[config.mk]
export PLATFORM = sky130hd
export DESIGN_NAME = clint_flat
export DESIGN_NICKNAME = d
export VERILOG_FILES = /design/src/rtl/clint_if.sv /design/src/rtl/clint.sv /design/src/flat_wrapper.sv
export SDC_FILE = /design/constraint.sdc
export NUM_CORES = 1
export LEC_CHECK = 0
export CAP_MARGIN = 15
export CORE_MARGIN = 10
export CORE_UTILIZATION = 40
export DETAILED_ROUTE_END_ITERATION = 8
export MAX_ROUTING_LAYER = met4
export PLACE_DENSITY_LB_ADDON = 0.3
export SKIP_LAST_GASP = 1
export SYNTH_ARGS = -nofsm -noshare
export SYNTH_HDL_FRONTEND = slang
export SYNTH_SLANG_ARGS = --single-unit
[constraint.sdc]
create_clock -name i_clk -period 20.2 [get_ports i_clk]
set_clock_uncertainty 0.1 [all_clocks]
set_input_delay 4.04 -clock i_clk [delete_from_list [all_inputs] [get_ports i_clk]]
set_output_delay 4.04 -clock i_clk [all_outputs]
set_load 0.01 [all_outputs]
[src/rtl/clint_if.sv]
// clint_if: data-bus request/response and interrupt lines between core and CLINT
interface clint_if;
    logic        clint_valid;
    logic        clint_instr;
    logic [31:0] clint_addr;
    logic [31:0] clint_wdata;
    logic [3:0]  clint_wstrb;
    logic [31:0] clint_rdata;
    logic        clint_ready;
    logic        clint_msip;
    logic        clint_mtip;
    logic [63:0] clint_mtime;
    modport master (
        output clint_valid, clint_instr, clint_addr, clint_wdata, clint_wstrb,
        input  clint_rdata, clint_ready, clint_msip, clint_mtip, clint_mtime
    );
    modport slave (
        input  clint_valid, clint_instr, clint_addr, clint_wdata, clint_wstrb,
        output clint_rdata, clint_ready, clint_msip, clint_mtip, clint_mtime
    );
endinterface

[src/rtl/clint.sv]
// clint: core-local interruptor with RTC-driven mtime, mtimecmp and msip
module clint #(
    parameter logic [31:0] clint_base_addr = 32'h0200_0000,
    parameter int          clk_divider_rtc = 9
) (
    input logic    i_clk,
    input logic    i_rst,
    clint_if.slave bus
);
    logic [31:0] r_rdata, r_div;
    logic        r_ready, r_msip, r_mtip;
    logic [63:0] r_mtime, r_mtimecmp;
    logic [31:0] w_off, w_rdata;
    logic [13:0] w_idx;
    logic        w_tick, w_wr, w_unused;
    function automatic logic [31:0] merge(input logic [31:0] old, input logic [31:0] d, input logic [3:0] s);
        logic [31:0] m;
        m = old;
        for (int i = 0; i < 4; i++) if (s[i]) m[8*i +: 8] = d[8*i +: 8];
        return m;
    endfunction
    assign w_off    = bus.clint_addr - clint_base_addr;
    assign w_idx    = w_off[15:2];
    assign w_unused = ^{w_off[31:16], w_off[1:0]};
    assign w_tick   = r_div == 32'(clk_divider_rtc);
    // instruction fetches never write, regardless of strobes
    assign w_wr     = bus.clint_valid && !bus.clint_instr && |bus.clint_wstrb;
    assign w_rdata  = w_idx == 14'h0000 ? {31'd0, r_msip} :
                      w_idx == 14'h1000 ? r_mtimecmp[31:0] :
                      w_idx == 14'h1001 ? r_mtimecmp[63:32] :
                      w_idx == 14'h2FFE ? r_mtime[31:0] :
                      w_idx == 14'h2FFF ? r_mtime[63:32] : 32'd0;
    // bus response, register writes, RTC divider, mtime advance and timer compare
    always_ff @(posedge i_clk or posedge i_rst) begin
        if (i_rst) begin
            r_rdata    <= '0;
            r_ready    <= 1'b0;
            r_msip     <= 1'b0;
            r_mtip     <= 1'b0;
            r_div      <= '0;
            r_mtime    <= '0;
            r_mtimecmp <= '1;
        end else begin
            r_ready <= bus.clint_valid;
            r_rdata <= bus.clint_valid ? w_rdata : 32'd0;
            r_div   <= w_tick ? 32'd0 : r_div + 32'd1;
            r_mtip  <= r_mtime >= r_mtimecmp;
            if (w_wr && w_idx == 14'h0000 && bus.clint_wstrb[0]) r_msip <= bus.clint_wdata[0];
            if (w_wr && w_idx == 14'h1000) r_mtimecmp[31:0] <= merge(r_mtimecmp[31:0], bus.clint_wdata, bus.clint_wstrb);
            if (w_wr && w_idx == 14'h1001) r_mtimecmp[63:32] <= merge(r_mtimecmp[63:32], bus.clint_wdata, bus.clint_wstrb);
            if (w_wr && w_idx == 14'h2FFE) r_mtime[31:0] <= merge(r_mtime[31:0], bus.clint_wdata, bus.clint_wstrb);
            else if (w_wr && w_idx == 14'h2FFF) r_mtime[63:32] <= merge(r_mtime[63:32], bus.clint_wdata, bus.clint_wstrb);
            else if (w_tick) r_mtime <= r_mtime + 64'd1;
        end
    end
    assign bus.clint_rdata = r_rdata;
    assign bus.clint_ready = r_ready;
    assign bus.clint_msip  = r_msip;
    assign bus.clint_mtip  = r_mtip;
    assign bus.clint_mtime = r_mtime;
endmodule

[src/flat_wrapper.sv]
// flat-port wrapper written by rule: the top's interface ports become plain ports
module clint_flat 
#(
    parameter logic [31:0] clint_base_addr = 32'h0200_0000,
    parameter int          clk_divider_rtc = 9
)
  (i_clk, i_rst, bus_clint_valid, bus_clint_instr, bus_clint_addr, bus_clint_wdata, bus_clint_wstrb, bus_clint_rdata, bus_clint_ready, bus_clint_msip, bus_clint_mtip, bus_clint_mtime);
  clint_if bus_i ();
  input logic i_clk;
  input logic i_rst;
  input wire logic [$bits(bus_i.clint_valid)-1:0] bus_clint_valid;
  input wire logic [$bits(bus_i.clint_instr)-1:0] bus_clint_instr;
  input wire logic [$bits(bus_i.clint_addr)-1:0] bus_clint_addr;
  input wire logic [$bits(bus_i.clint_wdata)-1:0] bus_clint_wdata;
  input wire logic [$bits(bus_i.clint_wstrb)-1:0] bus_clint_wstrb;
  output wire logic [$bits(bus_i.clint_rdata)-1:0] bus_clint_rdata;
  output wire logic [$bits(bus_i.clint_ready)-1:0] bus_clint_ready;
  output wire logic [$bits(bus_i.clint_msip)-1:0] bus_clint_msip;
  output wire logic [$bits(bus_i.clint_mtip)-1:0] bus_clint_mtip;
  output wire logic [$bits(bus_i.clint_mtime)-1:0] bus_clint_mtime;
  assign bus_i.clint_valid = bus_clint_valid;
  assign bus_i.clint_instr = bus_clint_instr;
  assign bus_i.clint_addr = bus_clint_addr;
  assign bus_i.clint_wdata = bus_clint_wdata;
  assign bus_i.clint_wstrb = bus_clint_wstrb;
  assign bus_clint_rdata = bus_i.clint_rdata;
  assign bus_clint_ready = bus_i.clint_ready;
  assign bus_clint_msip = bus_i.clint_msip;
  assign bus_clint_mtip = bus_i.clint_mtip;
  assign bus_clint_mtime = bus_i.clint_mtime;
  clint #(.clint_base_addr(clint_base_addr), .clk_divider_rtc(clk_divider_rtc)) u_core (.i_clk(i_clk), .i_rst(i_rst), .bus(bus_i));
endmodule
==> results.md <==
* Status: finished, final reports clean
* Ys Warns at 0
* Via count at 10,600
* Routed WL per cell at 20.7 um
* Area delta synth->final at 20.7%
* Row Count at 62
* Synth top area cells: dfrtp_1, dfstp_2, ha_1, a21oi_1, mux2_2
* Placed Area at 13,500 um2
* Asr flop ratio synth at 100%
* Slew Viols, Final at 0
* CTS H-tree lvls at 4
* CTS Buf Count at 17
* Final #Nets at 1,523
* Fmax achieved at 141 MHz
* Register bit total from synthesis at 195
* Critical path peak fanout at 15
* Pin count of the biggest net entering global routing at 120
* Fin crit share at about a third
* Netlist Area Pre-Place at 11,700 um2
* Finished Cell Area at ~14,000 um2
* HPWL Detailed at 26,200 um
* Setup crit end kind: flip-flop
* GP Congestion at 0.904
* Endpoints failing setup at 0
* Min Hold Slack at 0.375 ns
* Synthesized instance count at 1,269
* Cell variety after synth at 66
* Setup repair bufs after CTS at 0
* Die Footprint at 36,400 um2
* Register Area at just under 5000 um2
* Slew @ Worst Pin at 1.04 ns
* Crit path DAT at 7.38 ns
* Clk slew on worst S/H paths at 0.07 ns
* ANT nets after route at 0
* Final worst path period need at 7.11 ns
* Initial core utilization at roughly two fifths
* Setup TNS Final at 0 ns
* Avg Cell Area, Syn at 9.18 um2
* Worst Path Required at 20.47 ns
* Post-synth EDFFs at 0
* Post-cts resize count at 0
* Initial antenna violation count at 0
* Area leader, netlist: dfrtp_1
* Share of layout cells above drive strength 1 at 13.0%
* Register area share after synthesis at 42.6%
* DRT iter0 DRCs at about 1,200
* Reg2reg path depth at 7
* Hold Buf Count CTS at 0
* Pwr Density at 54.2 nW/um2
* Global-route wire length before repair at 58,500 um
* CTS sink cnt at 195
* Vias in the first global route at roughly 10,000
* Total Routed Length at 36,900 um
* Hold Vio Cnt, Final at 0
* Footprint of the multi-input gates at 6110 um2
* Via density at 5.96
* # port buffers at 152
* DIE WIDTH at 191 um
* Most common cell in the synthesized netlist: nand2_1
* Max Buffers Root-to-Sink at 2
* Maxcap violations at 0
* All-Layer GR Usage at 20.7%
* RSZ-0062 raised after global routing: no
* Initial DRT Pass Iterations at 7
* Worst hold stages at 1
* Peak supply drop at 0.0537 mV
* CTS Root Cell: clkbuf_16
* CP Launch Type: primary input
* DRC viols at 0
* Mapped Nets at between 1,000 and 1,500
* Total gr overflow at 0
* Fillers at 2,702
* CORE AREA at 28,700 um2
* Lkg Pwr at 6.20 nW
* Diode count at 0
* Critical path class: primary input to flip-flop
* Slew headroom at 30.5%
* Main synth FF type: dfrtp_1
* Synth top area share at 28.1%
* Post-synth top cells: nand2_1, dfrtp_1, a21oi_1
* Clock Latency Late Sink at roughly 0.46 ns
* Boundary Pins at approximately 170
* CTS tree: built
* Die Y at ~190 um
* Design Power at ~0.00076 W
* HP Class: flip-flop to flip-flop
-- critical path, cell delays in order --
cell and delay, ns:
clkdlybuf4s50_1 0.56, or4_1 0.60, and3b_1 0.47, a311o_4 0.58, a21oi_1 0.77, a41oi_1 0.22
o211ai_1 0.14
-- metrics by stage --
step	worst slack, ns	util, %	cells
2_1_floorplan	10.85	-	1269
3_3_place_gp	12.76	47.0	1749
3_5_place_dp	12.69	47.0	1749
4_1_cts	13.16	49.0	1781
5_1_grt	12.97	49.0	1781
6_report	13.09	49.0	1781
-- cell usage in the layout, fill, tap and decap left out, types with 17 or more instances in the layout --
cell type,synthesis,final
o21ai_0,92,92
xnor2_1,20,20
dfrtp_1,131,131
mux2_2,50,50
clkbuf_16,0,17
ha_1,67,67
clkdlybuf4s50_1,0,151
o22ai_1,21,21
nand2_1,132,132
a21oi_1,120,120
and3_1,24,24
nor2_1,74,72
inv_1,85,84
nand3_1,58,56
nand4_1,42,42
a222oi_1,31,31
dfstp_2,64,64
-- report_power, final --
part / switching [W] / internal, W
registers: 0.000000120 / 0.000391
clock network: 0.000168 / 0.000169
logic: 0.0000212 / 0.0000129
-- cells by family (layout without fill, tap and decap cells) --
logic type | after synthesis | in the layout | synth area share [%]
buffers and inverters | 154 | 282 | 5.32
XOR/XNOR | 30 | 30 | 2.26
AND/OR/NAND/NOR | 407 | 407 | 17.3
flip-flops | 195 | 195 | 42.6
multiplexers | 51 | 51 | 4.92
adder cells (fa/ha/maj) | 67 | 67 | 7.19
AO/OA/AOI/OAI | 365 | 365 | 20.4
-- state kept, by name, indices dropped and copies added (netlist names) --
register	cells
u_core.bus.clint_mtime	64
u_core.bus.clint_rdata	32
u_core.bus.clint_mtip	1
u_core.bus.clint_msip	1
u_core.r_div	32
u_core.bus.clint_ready	1
u_core.r_mtimecmp	64
-- path summary, 6_finish.rpt --
| path | from | slack (ns) | end |
|---|---|---|---|
| max in group asynchronous | i_rst | 14.33 | u_core.bus.clint_mtime[41] |
| hold / removal | u_core.r_div[31] | 0.37 | u_core.r_div[31] |
| setup reg to reg | u_core.bus.clint_mtime[0] | 16.75 | u_core.bus.clint_mtime[60] |
| hold reg to reg | u_core.r_div[31] | 0.37 | u_core.r_div[31] |
| setup / recovery | bus_clint_wstrb[1] | 13.09 | u_core.bus.clint_mtime[54] |
| min in group asynchronous | i_rst | 4.03 | u_core.bus.clint_rdata[7] |
-- area by class of cell --
type,instances,area share (%)
clock inverter,13,0.836
clock buffer,19,3.22
inverter,85,2.32
tap,384,3.42
multi-input combinational,920,43.5
sequential,195,35.3
timing repair buffer,165,11.5
-- layer usage --
metal	GRT usage (%)	wire (um)
met5	-	0
met4	6.21	629
met3	3.29	2410
met2	31.0	16800
met1	28.3	17000
(Power assumes the default switching activity.)
